## src/rtl/addr_segregator_pipe_if.sv

```systemverilog
// Request/response bundle between the CPU port, the address segregator and the L1 controller.
// ADDR_SEG_STATS_EN adds the rd_count/wr_count statistics outputs.
interface addr_segregator_pipe_if #(
  parameter int ADDR_WID   = 32,
  parameter int OFFSET_WID = 2,
  parameter int INDEX_WID  = 18,
  parameter int DEPTH      = 4
);
  localparam int TAG_WID = ADDR_WID - INDEX_WID - OFFSET_WID;
  localparam int PTR_WID = $clog2(DEPTH);

  logic                  cmd_rd;
  logic                  cmd_wr;
  logic [ADDR_WID-1:0]   address;
  logic                  req_ready;
  logic                  out_valid;
  logic                  out_ready;
  logic                  out_rd;
  logic                  out_wr;
  logic [TAG_WID-1:0]    tag_proc;
  logic [INDEX_WID-1:0]  index_proc;
  logic [OFFSET_WID-1:0] blk_offset_proc;
  logic [PTR_WID:0]      occupancy;
  logic                  cmd_err;
  logic                  err_clr;
`ifdef ADDR_SEG_STATS_EN
  logic [31:0]           rd_count;
  logic [31:0]           wr_count;
`endif

  modport slave (
`ifdef ADDR_SEG_STATS_EN
    output rd_count, wr_count,
`endif
    input  cmd_rd, cmd_wr, address, out_ready, err_clr,
    output req_ready, out_valid, out_rd, out_wr, tag_proc, index_proc,
           blk_offset_proc, occupancy, cmd_err
  );

  modport master (
`ifdef ADDR_SEG_STATS_EN
    input  rd_count, wr_count,
`endif
    output cmd_rd, cmd_wr, address, out_ready, err_clr,
    input  req_ready, out_valid, out_rd, out_wr, tag_proc, index_proc,
           blk_offset_proc, occupancy, cmd_err
  );
endinterface

```

## src/rtl/addr_segregator_pipe.sv

```systemverilog
// Pipelined address segregator: splits rd/wr requests into tag/index/offset and queues them in a FIFO.
// Define ADDR_SEG_STATS_EN to add saturating accepted-read/write counters.
module addr_segregator_pipe #(
  parameter int ADDR_WID   = 32,
  parameter int OFFSET_WID = 2,
  parameter int INDEX_WID  = 18,
  parameter int DEPTH      = 4
) (
  input logic                  clk,
  input logic                  rst_n,
  addr_segregator_pipe_if.slave bus
);
  localparam int TAG_WID   = ADDR_WID - INDEX_WID - OFFSET_WID;
  localparam int PTR_WID   = $clog2(DEPTH);
  localparam int ENTRY_WID = 2 + TAG_WID + INDEX_WID + OFFSET_WID;

  if (TAG_WID < 1) begin : g_tag_check
    $error("addr_segregator_pipe: TAG_WID must be >= 1");
  end
  if (DEPTH < 2 || (DEPTH & (DEPTH - 1)) != 0) begin : g_depth_check
    $error("addr_segregator_pipe: DEPTH must be a power of 2 and >= 2");
  end

  logic [ENTRY_WID-1:0] mem [DEPTH];
  logic [PTR_WID-1:0]   wr_ptr, rd_ptr;
  logic [PTR_WID:0]     count;
  logic                 err_q;
  logic                 full, empty, push, pop, illegal;
  logic [ENTRY_WID-1:0] head;

  assign full    = (count == (PTR_WID+1)'(DEPTH));
  assign empty   = (count == '0);
  assign illegal = bus.cmd_rd & bus.cmd_wr;
  assign push    = (bus.cmd_rd ^ bus.cmd_wr) & ~full;
  assign pop     = ~empty & bus.out_ready;

  always_ff @(posedge clk) begin
    if (push)
      mem[wr_ptr] <= {bus.cmd_rd, bus.cmd_wr,
                      bus.address[ADDR_WID-1 -: TAG_WID],
                      bus.address[OFFSET_WID +: INDEX_WID],
                      bus.address[OFFSET_WID-1:0]};
  end

  always_ff @(posedge clk or negedge rst_n) begin
    if (!rst_n) begin
      wr_ptr <= '0;
      rd_ptr <= '0;
      count  <= '0;
      err_q  <= 1'b0;
    end else begin
      if (push) wr_ptr <= wr_ptr + PTR_WID'(1);
      if (pop)  rd_ptr <= rd_ptr + PTR_WID'(1);
      case ({push, pop})
        2'b10:   count <= count + (PTR_WID+1)'(1);
        2'b01:   count <= count - (PTR_WID+1)'(1);
        default: count <= count;
      endcase
      // A fresh illegal command takes priority over a clear in the same cycle.
      if (illegal)          err_q <= 1'b1;
      else if (bus.err_clr) err_q <= 1'b0;
    end
  end

  // Storage is not reset, so the head is masked to zero whenever the queue is empty.
  assign head = empty ? '0 : mem[rd_ptr];

  assign bus.req_ready       = ~full;
  assign bus.out_valid       = ~empty;
  assign bus.out_rd          = head[ENTRY_WID-1];
  assign bus.out_wr          = head[ENTRY_WID-2];
  assign bus.tag_proc        = head[OFFSET_WID+INDEX_WID +: TAG_WID];
  assign bus.index_proc      = head[OFFSET_WID +: INDEX_WID];
  assign bus.blk_offset_proc = head[OFFSET_WID-1:0];
  assign bus.occupancy       = count;
  assign bus.cmd_err         = err_q;

`ifdef ADDR_SEG_STATS_EN
  logic [31:0] rd_cnt, wr_cnt;

  always_ff @(posedge clk or negedge rst_n) begin
    if (!rst_n) begin
      rd_cnt <= '0;
      wr_cnt <= '0;
    end else begin
      if (push && bus.cmd_rd && rd_cnt != '1) rd_cnt <= rd_cnt + 32'd1;
      if (push && bus.cmd_wr && wr_cnt != '1) wr_cnt <= wr_cnt + 32'd1;
    end
  end

  assign bus.rd_count = rd_cnt;
  assign bus.wr_count = wr_cnt;
`endif
endmodule

```

## src/flat_wrapper.sv

```systemverilog
// flat-port wrapper written by rule: the top's interface ports become plain ports
module addr_segregator_pipe_flat 
#(
  parameter int ADDR_WID   = 32,
  parameter int OFFSET_WID = 2,
  parameter int INDEX_WID  = 18,
  parameter int DEPTH      = 4
)
  (clk, rst_n, bus_cmd_rd, bus_cmd_wr, bus_address, bus_out_ready, bus_err_clr, bus_req_ready, bus_out_valid, bus_out_rd, bus_out_wr, bus_tag_proc, bus_index_proc, bus_blk_offset_proc, bus_occupancy, bus_cmd_err);
  addr_segregator_pipe_if #(.ADDR_WID(ADDR_WID), .OFFSET_WID(OFFSET_WID), .INDEX_WID(INDEX_WID), .DEPTH(DEPTH)) bus_i ();
  input logic clk;
  input logic rst_n;
  input wire logic [$bits(bus_i.cmd_rd)-1:0] bus_cmd_rd;
  input wire logic [$bits(bus_i.cmd_wr)-1:0] bus_cmd_wr;
  input wire logic [$bits(bus_i.address)-1:0] bus_address;
  input wire logic [$bits(bus_i.out_ready)-1:0] bus_out_ready;
  input wire logic [$bits(bus_i.err_clr)-1:0] bus_err_clr;
  output wire logic [$bits(bus_i.req_ready)-1:0] bus_req_ready;
  output wire logic [$bits(bus_i.out_valid)-1:0] bus_out_valid;
  output wire logic [$bits(bus_i.out_rd)-1:0] bus_out_rd;
  output wire logic [$bits(bus_i.out_wr)-1:0] bus_out_wr;
  output wire logic [$bits(bus_i.tag_proc)-1:0] bus_tag_proc;
  output wire logic [$bits(bus_i.index_proc)-1:0] bus_index_proc;
  output wire logic [$bits(bus_i.blk_offset_proc)-1:0] bus_blk_offset_proc;
  output wire logic [$bits(bus_i.occupancy)-1:0] bus_occupancy;
  output wire logic [$bits(bus_i.cmd_err)-1:0] bus_cmd_err;
  assign bus_i.cmd_rd = bus_cmd_rd;
  assign bus_i.cmd_wr = bus_cmd_wr;
  assign bus_i.address = bus_address;
  assign bus_i.out_ready = bus_out_ready;
  assign bus_i.err_clr = bus_err_clr;
  assign bus_req_ready = bus_i.req_ready;
  assign bus_out_valid = bus_i.out_valid;
  assign bus_out_rd = bus_i.out_rd;
  assign bus_out_wr = bus_i.out_wr;
  assign bus_tag_proc = bus_i.tag_proc;
  assign bus_index_proc = bus_i.index_proc;
  assign bus_blk_offset_proc = bus_i.blk_offset_proc;
  assign bus_occupancy = bus_i.occupancy;
  assign bus_cmd_err = bus_i.cmd_err;
  addr_segregator_pipe #(.ADDR_WID(ADDR_WID), .OFFSET_WID(OFFSET_WID), .INDEX_WID(INDEX_WID), .DEPTH(DEPTH)) u_core (.clk(clk), .rst_n(rst_n), .bus(bus_i));
endmodule
```

## config.mk

```make
export PLATFORM = sky130hd
export DESIGN_NAME = addr_segregator_pipe_flat
export DESIGN_NICKNAME = d
export VERILOG_FILES = /design/src/rtl/addr_segregator_pipe_if.sv /design/src/rtl/addr_segregator_pipe.sv /design/src/flat_wrapper.sv
export SDC_FILE = /design/constraint.sdc
export NUM_CORES = 1
export LEC_CHECK = 0
export ABC_AREA = 1
export CAP_MARGIN = 20
export CORE_ASPECT_RATIO = 0.5
export CORE_UTILIZATION = 50
export CTS_CLUSTER_SIZE = 16
export DETAILED_ROUTE_END_ITERATION = 10
export PLACE_DENSITY = 0.69
export SLEW_MARGIN = 15
export SYNTH_ARGS = -nofsm -noshare
export SYNTH_HDL_FRONTEND = slang
export SYNTH_SLANG_ARGS = --single-unit
```

## constraint.sdc

```tcl
create_clock -name clk -period 5 [get_ports clk]
set_input_delay 0.75 -clock clk [delete_from_list [all_inputs] [get_ports clk]]
set_output_delay 0.75 -clock clk [all_outputs]
set_load 0.03 [all_outputs]
```

---- Word level (Yosys, flattened, before mapping) ----
Memory sizes are Yosys's and may differ from the RTL's.
Cells that the tools add are included.
operators by class
  add/sub/neg operators ................... 4
  eq/ne operators ......................... 3
  mux-type cells .......................... 6
  bitwise logic cells ..................... 6
  reduce and logical (&&, ||, !) cells .... 3
operators by type and width
  cell                                                                    count
  34-bit 2-to-1 mux                                                       1
  3-bit one-hot mux with 2 select lines                                   1
  2-bit by 1-bit adder with 2-bit output (second input constant)          2
  1-bit 2-to-1 mux                                                        4
  2-bit nonzero test                                                      2
  3-bit by 1-bit adder with 3-bit output (second input constant)          1
  1-bit AND                                                               3
  3-bit equality test (second input constant)                             1
  3-bit logical NOT                                                       1
  3-bit by 1-bit subtractor with 3-bit output (second input constant)     1
  2-bit by 1-bit equality test with 1-bit output (second input constant)  1
  2-bit equality test (second input constant)                             1
  1-bit NOT                                                               2
  1-bit XOR                                                               1
storage, ports and cells
  bits in registers ....................... 8
  bits in writable memories ............... 136
  bits of input ports ..................... 38
  output and inout bits ................... 40
  logic and storage cells ................. 27
  memories kept ........................... 1
memories
  memory      words  width  rd ports  clocked after memory_dff  wr ports  RTL line                    source
  u_core.mem  4      34     1         0                         1         addr_segregator_pipe.sv:24  logic [ENTRY_WID-1:0] mem [DEPTH];

---- Logic depth before layout (Yosys ltp) ----
  word-level depth ........................ 5
  gate-level depth with buffers ........... 12
  mapped depth without buffers ............ 12

---- Worst setup path after synthesis ----
OpenSTA, ideal clock, no wires.
  path kind ............................... register to register
  start ................................... register u_core.count[0] (netlist: u_core.bus.occupancy[0])
  end ..................................... memory u_core.mem[0][0] (netlist name), enable pin
  setup time .............................. 0.425 ns
  data arrival time ....................... 2.678 ns
  required time ........................... 4.575 ns
  path slack .............................. 1.897 ns
  cell stages (with the launch flop) ...... 5
  buffers on the path ..................... 0
  period minus slack after synthesis ...... 3.103 ns
  path through ............................ dfrtp_1 inv_2 nand3_1 nand2_1 nor2_1
between the ends
  word-level cells in the longest chain between the ends .. 5
RTL lines
  what                                    RTL line                    source
  from (decl)                             addr_segregator_pipe.sv:26  logic [PTR_WID:0] count;
  from (signal assigned)                  addr_segregator_pipe.sv:55  2'b10: count <= count + (PTR_WID+1)'(1);
  from (signal assigned)                  addr_segregator_pipe.sv:56  2'b01: count <= count - (PTR_WID+1)'(1);
  from (signal assigned)                  addr_segregator_pipe.sv:57  default: count <= count;
  3-bit equality test                     addr_segregator_pipe.sv:31  assign full = (count == (PTR_WID+1)'(DEPTH));
  1-bit NOT                               -
  via bus_req_ready                       flat_wrapper.sv:18          output wire logic [$bits(bus_i.req_ready)-1:0] bus_req_ready;
  1-bit AND                               addr_segregator_pipe.sv:34  assign push = (bus.cmd_rd ^ bus.cmd_wr) & ~full;
  1-bit 2-to-1 mux                        addr_segregator_pipe.sv:38  if (push)
  1-bit 2-to-1 mux (not written as such)  addr_segregator_pipe.sv:39  mem[wr_ptr] <= {bus.cmd_rd, bus.cmd_wr,
  to (decl)                               addr_segregator_pipe.sv:24
The timed path passes the listed nets, and every way through them passes these cells.

---- Final worst setup path ----
  start ................................... register u_core.rd_ptr[1]
  end ..................................... output bus_index_proc[10]
between the ends
  word-level cells in the longest chain between the ends .. 2
RTL lines
  what                    RTL line                    source
  from (decl)             addr_segregator_pipe.sv:25  logic [PTR_WID-1:0] wr_ptr, rd_ptr;
  from (signal assigned)  addr_segregator_pipe.sv:53  if (pop) rd_ptr <= rd_ptr + PTR_WID'(1);
  memory read 4 x 34 bit  -
  34-bit 2-to-1 mux       addr_segregator_pipe.sv:66  assign head = empty ? '0 : mem[rd_ptr];
  to (decl)               flat_wrapper.sv:23          output wire logic [$bits(bus_i.index_proc)-1:0] bus_index_proc;
Every way passes these cells.

==> impl_metrics.csv <==
group,metric,value,unit
die,fp.dieH,81.1,microns
global_route,grt_max_degree,71,
global_route,grtUsageMet2,35.5,%
final_layout,fin_cells,850,
global_route,use_met3,4.85,%
worst_setup_path,cp-end-kind,"output port",
routing,firstDrtPassIters,4,
die,initial_core_util,52.0,%
run,drv_cap,0,
routing,initialDrtViolationCount,218,
timing,worst_slack,1310,ps
worst_setup_path,cp.arrival,2940,ps
die,core,12000,sq um
global_route,grt_pass1_vias,4107,
clock_tree,clk_latency,410,ps
die,die_x,160,microns
placement,hpwl,7.08,mm
worst_setup_path,required,4250,ps
power,max-vdd-ir-drop,463,uV
timing,clock.fmax,271,MHz
timing,clock_skew,8.75,ps
final_layout,layout.nets,719,
synthesis,syn_nets,642,
synthesis,yosys.area.top_type,"edfxtp_1",
placement,dpl_cell_area,7160,sq um
worst_setup_path,max_stage_delay,720,ps
synthesis,ys_warn_count,0,
power,power_density,669,nW/um^2
final_layout,fillers,911,
routing,viasPerCell,4.87,
die,io_pins,78,
global_route,grt_pass1_wl,20.1,mm
synthesis,syn_area_per_cell,10.5,sq um
outcome,status,"completed",
routing,totalWireLength,12.6,mm
routing,wl_per_cell,14.8,microns
timing,fin_crit_sh,73.7,%
placement,io_buffers,77,
worst_setup_path,worstPathMaxFanout,37,
clock_tree,cts_setup_buffers,0,
timing,fin_hold_ws,512,ps
synthesis,yosysTopAreaCellShare,65.3,%
timing,slew_violations,0,
placement,dp_slack,1680,ps
clock_tree,cts_tree,"done",
worst_setup_path,critical_path.cell_chain,"inv_2 -> nand3_1 -> a21oi_1 -> clkdlybuf4s50_1",
global_route,use_met1,26.6,%
global_route,grtUsageTotal,20.8,%
routing,vias,4141,
clock_tree,numCtsBuffers,17,
global_route,grt-busiest-layer,"met2",
die,die-area,13000,sq um
synthesis,synth.area.top_cells,"edfxtp_1 (65%), nand2_1 (9.0%), inv_1 (8.9%)",
timing,hold_viol,0,
hold_path,min_path_type,"reg2reg",
clock_tree,cts_root_buffer,"clkbuf_16",
synthesis,ys_seq_area_share,68.5,%
timing,relSlewSlack,28.4,%
final_layout,syn2layout_area_growth,24.3,%
worst_setup_path,startpoint_type,"flop",
timing,rsz0062_at_grt,"no",
routing,drtAntennaViolNets,0,
clock_tree,cts_hold_buf,0,
placement,dp_cells,818,
synthesis,yosysUniqueCellTypes,19,
placement,gp_congestion,0.710,
global_route,overflow,0,
global_route,antenna_found_initial,0,
synthesis,synthCells,597,
synthesis,synth_seq_cells,144,
clock_tree,numClockSinks,144,
timing,period_minus_slack,3690,ps
power,p_leak,3.36,nW
clock_tree,clockBufferDepth,2,
final_layout,stdcell_area,7770,sq um
timing,worst_pin_slew,1070,ps
clock_tree,cts_resized,0,
clock_tree,clkSlewWorstSetupHoldPaths,60,ps
timing,finalSetupTns,0,ps
routing,drc_errors,0,
synthesis,syn_area,6250,sq um
final_layout,n_antenna_cell,0,
worst_setup_path,cpMaxStageDelayCell,"clkdlybuf4s50_1",
clock_tree,htreeDepth,4,
die,rows,28,
final_layout,post-route-util,64.7,%
timing,setup_viol,0,
worst_setup_path,path_class,"reg2out",
final_layout,drive_gt1_share,6.57,%
power,finalPower,5.20,mW
-- state kept, by name, summed over array words and instances (netlist names) --
signal / count
u_core.bus.occupancy: 3
u_core.mem: 136
u_core.wr_ptr: 2
u_core.bus.cmd_err: 1
u_core.rd_ptr: 2
-- power breakdown --
group | leakage [nW] | switching [mW] | internal, mW
registers | 1.34 | 0.118 | 1.60
logic | 1.75 | 1.46 | 0.798
clock network | 0.271 | 0.454 | 0.770
-- per-layer routing --
metal	vias up	part of all wire (%)	routed length (microns)
met4	0	1.4	178
li1	2045	-	-
met5	-	0	0
met2	111	50	6340
met1	1972	43	5390
met3	13	5.5	700
-- critical path: cells and delay by family (launching register included) --
| kind | cells | cell delay [ps] |
|---|---|---|
| flops | 1 | 690 |
| buf+inv | 2 | 1430 |
| simple gates | 1 | 160 |
| compound gates | 1 | 250 |
-- cell type report --
class | count | area (sq um) | area share [%]
well taps | 165 | 206 | 2.66
clock inverters | 13 | 148 | 1.90
multi-input cells | 275 | 1290 | 16.6
clock buffers | 17 | 425 | 5.47
flip-flops and latches | 144 | 4290 | 55.2
inverters | 153 | 574 | 7.39
repair buffers | 83 | 841 | 10.8
-- cell usage after synthesis (all sizes together) --
library cell and number:
dfrtp 8, nand4 1, fa 1, clkbuf 6
buf 19, nor2 4, ha 6, nand3 74
o21bai 1, a21oi 34, o21ai 2, inv 153
edfxtp 136, xnor2 2, nand2 150
-- path summary, 6_finish.rpt --
kind | from | to | slack [ps] | cells after the start
max reg2reg | u_core.bus.occupancy[0]$_DFFE_PN0P_ | u_core.mem[1][20]$_DFFE_PP_ | 2650 | 5
min | u_core.bus.cmd_err$_DFFE_PN0P_ | u_core.bus.cmd_err$_DFFE_PN0P_ | 510 | 2
min reg2reg | u_core.bus.cmd_err$_DFFE_PN0P_ | u_core.bus.cmd_err$_DFFE_PN0P_ | 510 | 2
max in group asynchronous | rst_n | u_core.rd_ptr[1]$_DFFE_PN0P_ | 4010 | 1
min in group asynchronous | rst_n | u_core.bus.occupancy[2]$_DFFE_PN0P_ | 650 | 1
max | u_core.rd_ptr[1]$_DFFE_PN0P_ | bus_index_proc[10] | 1310 | 4
-- cell usage in the layout (no fill, tap or decap), drive strengths merged, types with 3 or more instances in the layout --
cell,n
a21oi,34
buf,6
bufinv,3
clkbuf,17
clkdlybuf4s50,77
clkinv,6
clkinvlp,4
dfrtp,8
edfxtp,136
ha,6
inv,153
nand2,150
nand3,74
nor2,4
-- kinds of logic (layout without fill, tap and decap cells) --
family          after synthesis  count (layout)  share of synthesized area, %
buf+inv                     178             266                          11.3
fa+ha+maj                     7               7                          1.52
simple gates                229             229                          15.3
flops                       144             144                          68.5
compound gates               37              37                          3.00
xor+xnor                      2               2                         0.280
Note: power is estimated with default switching activity, not from simulation.
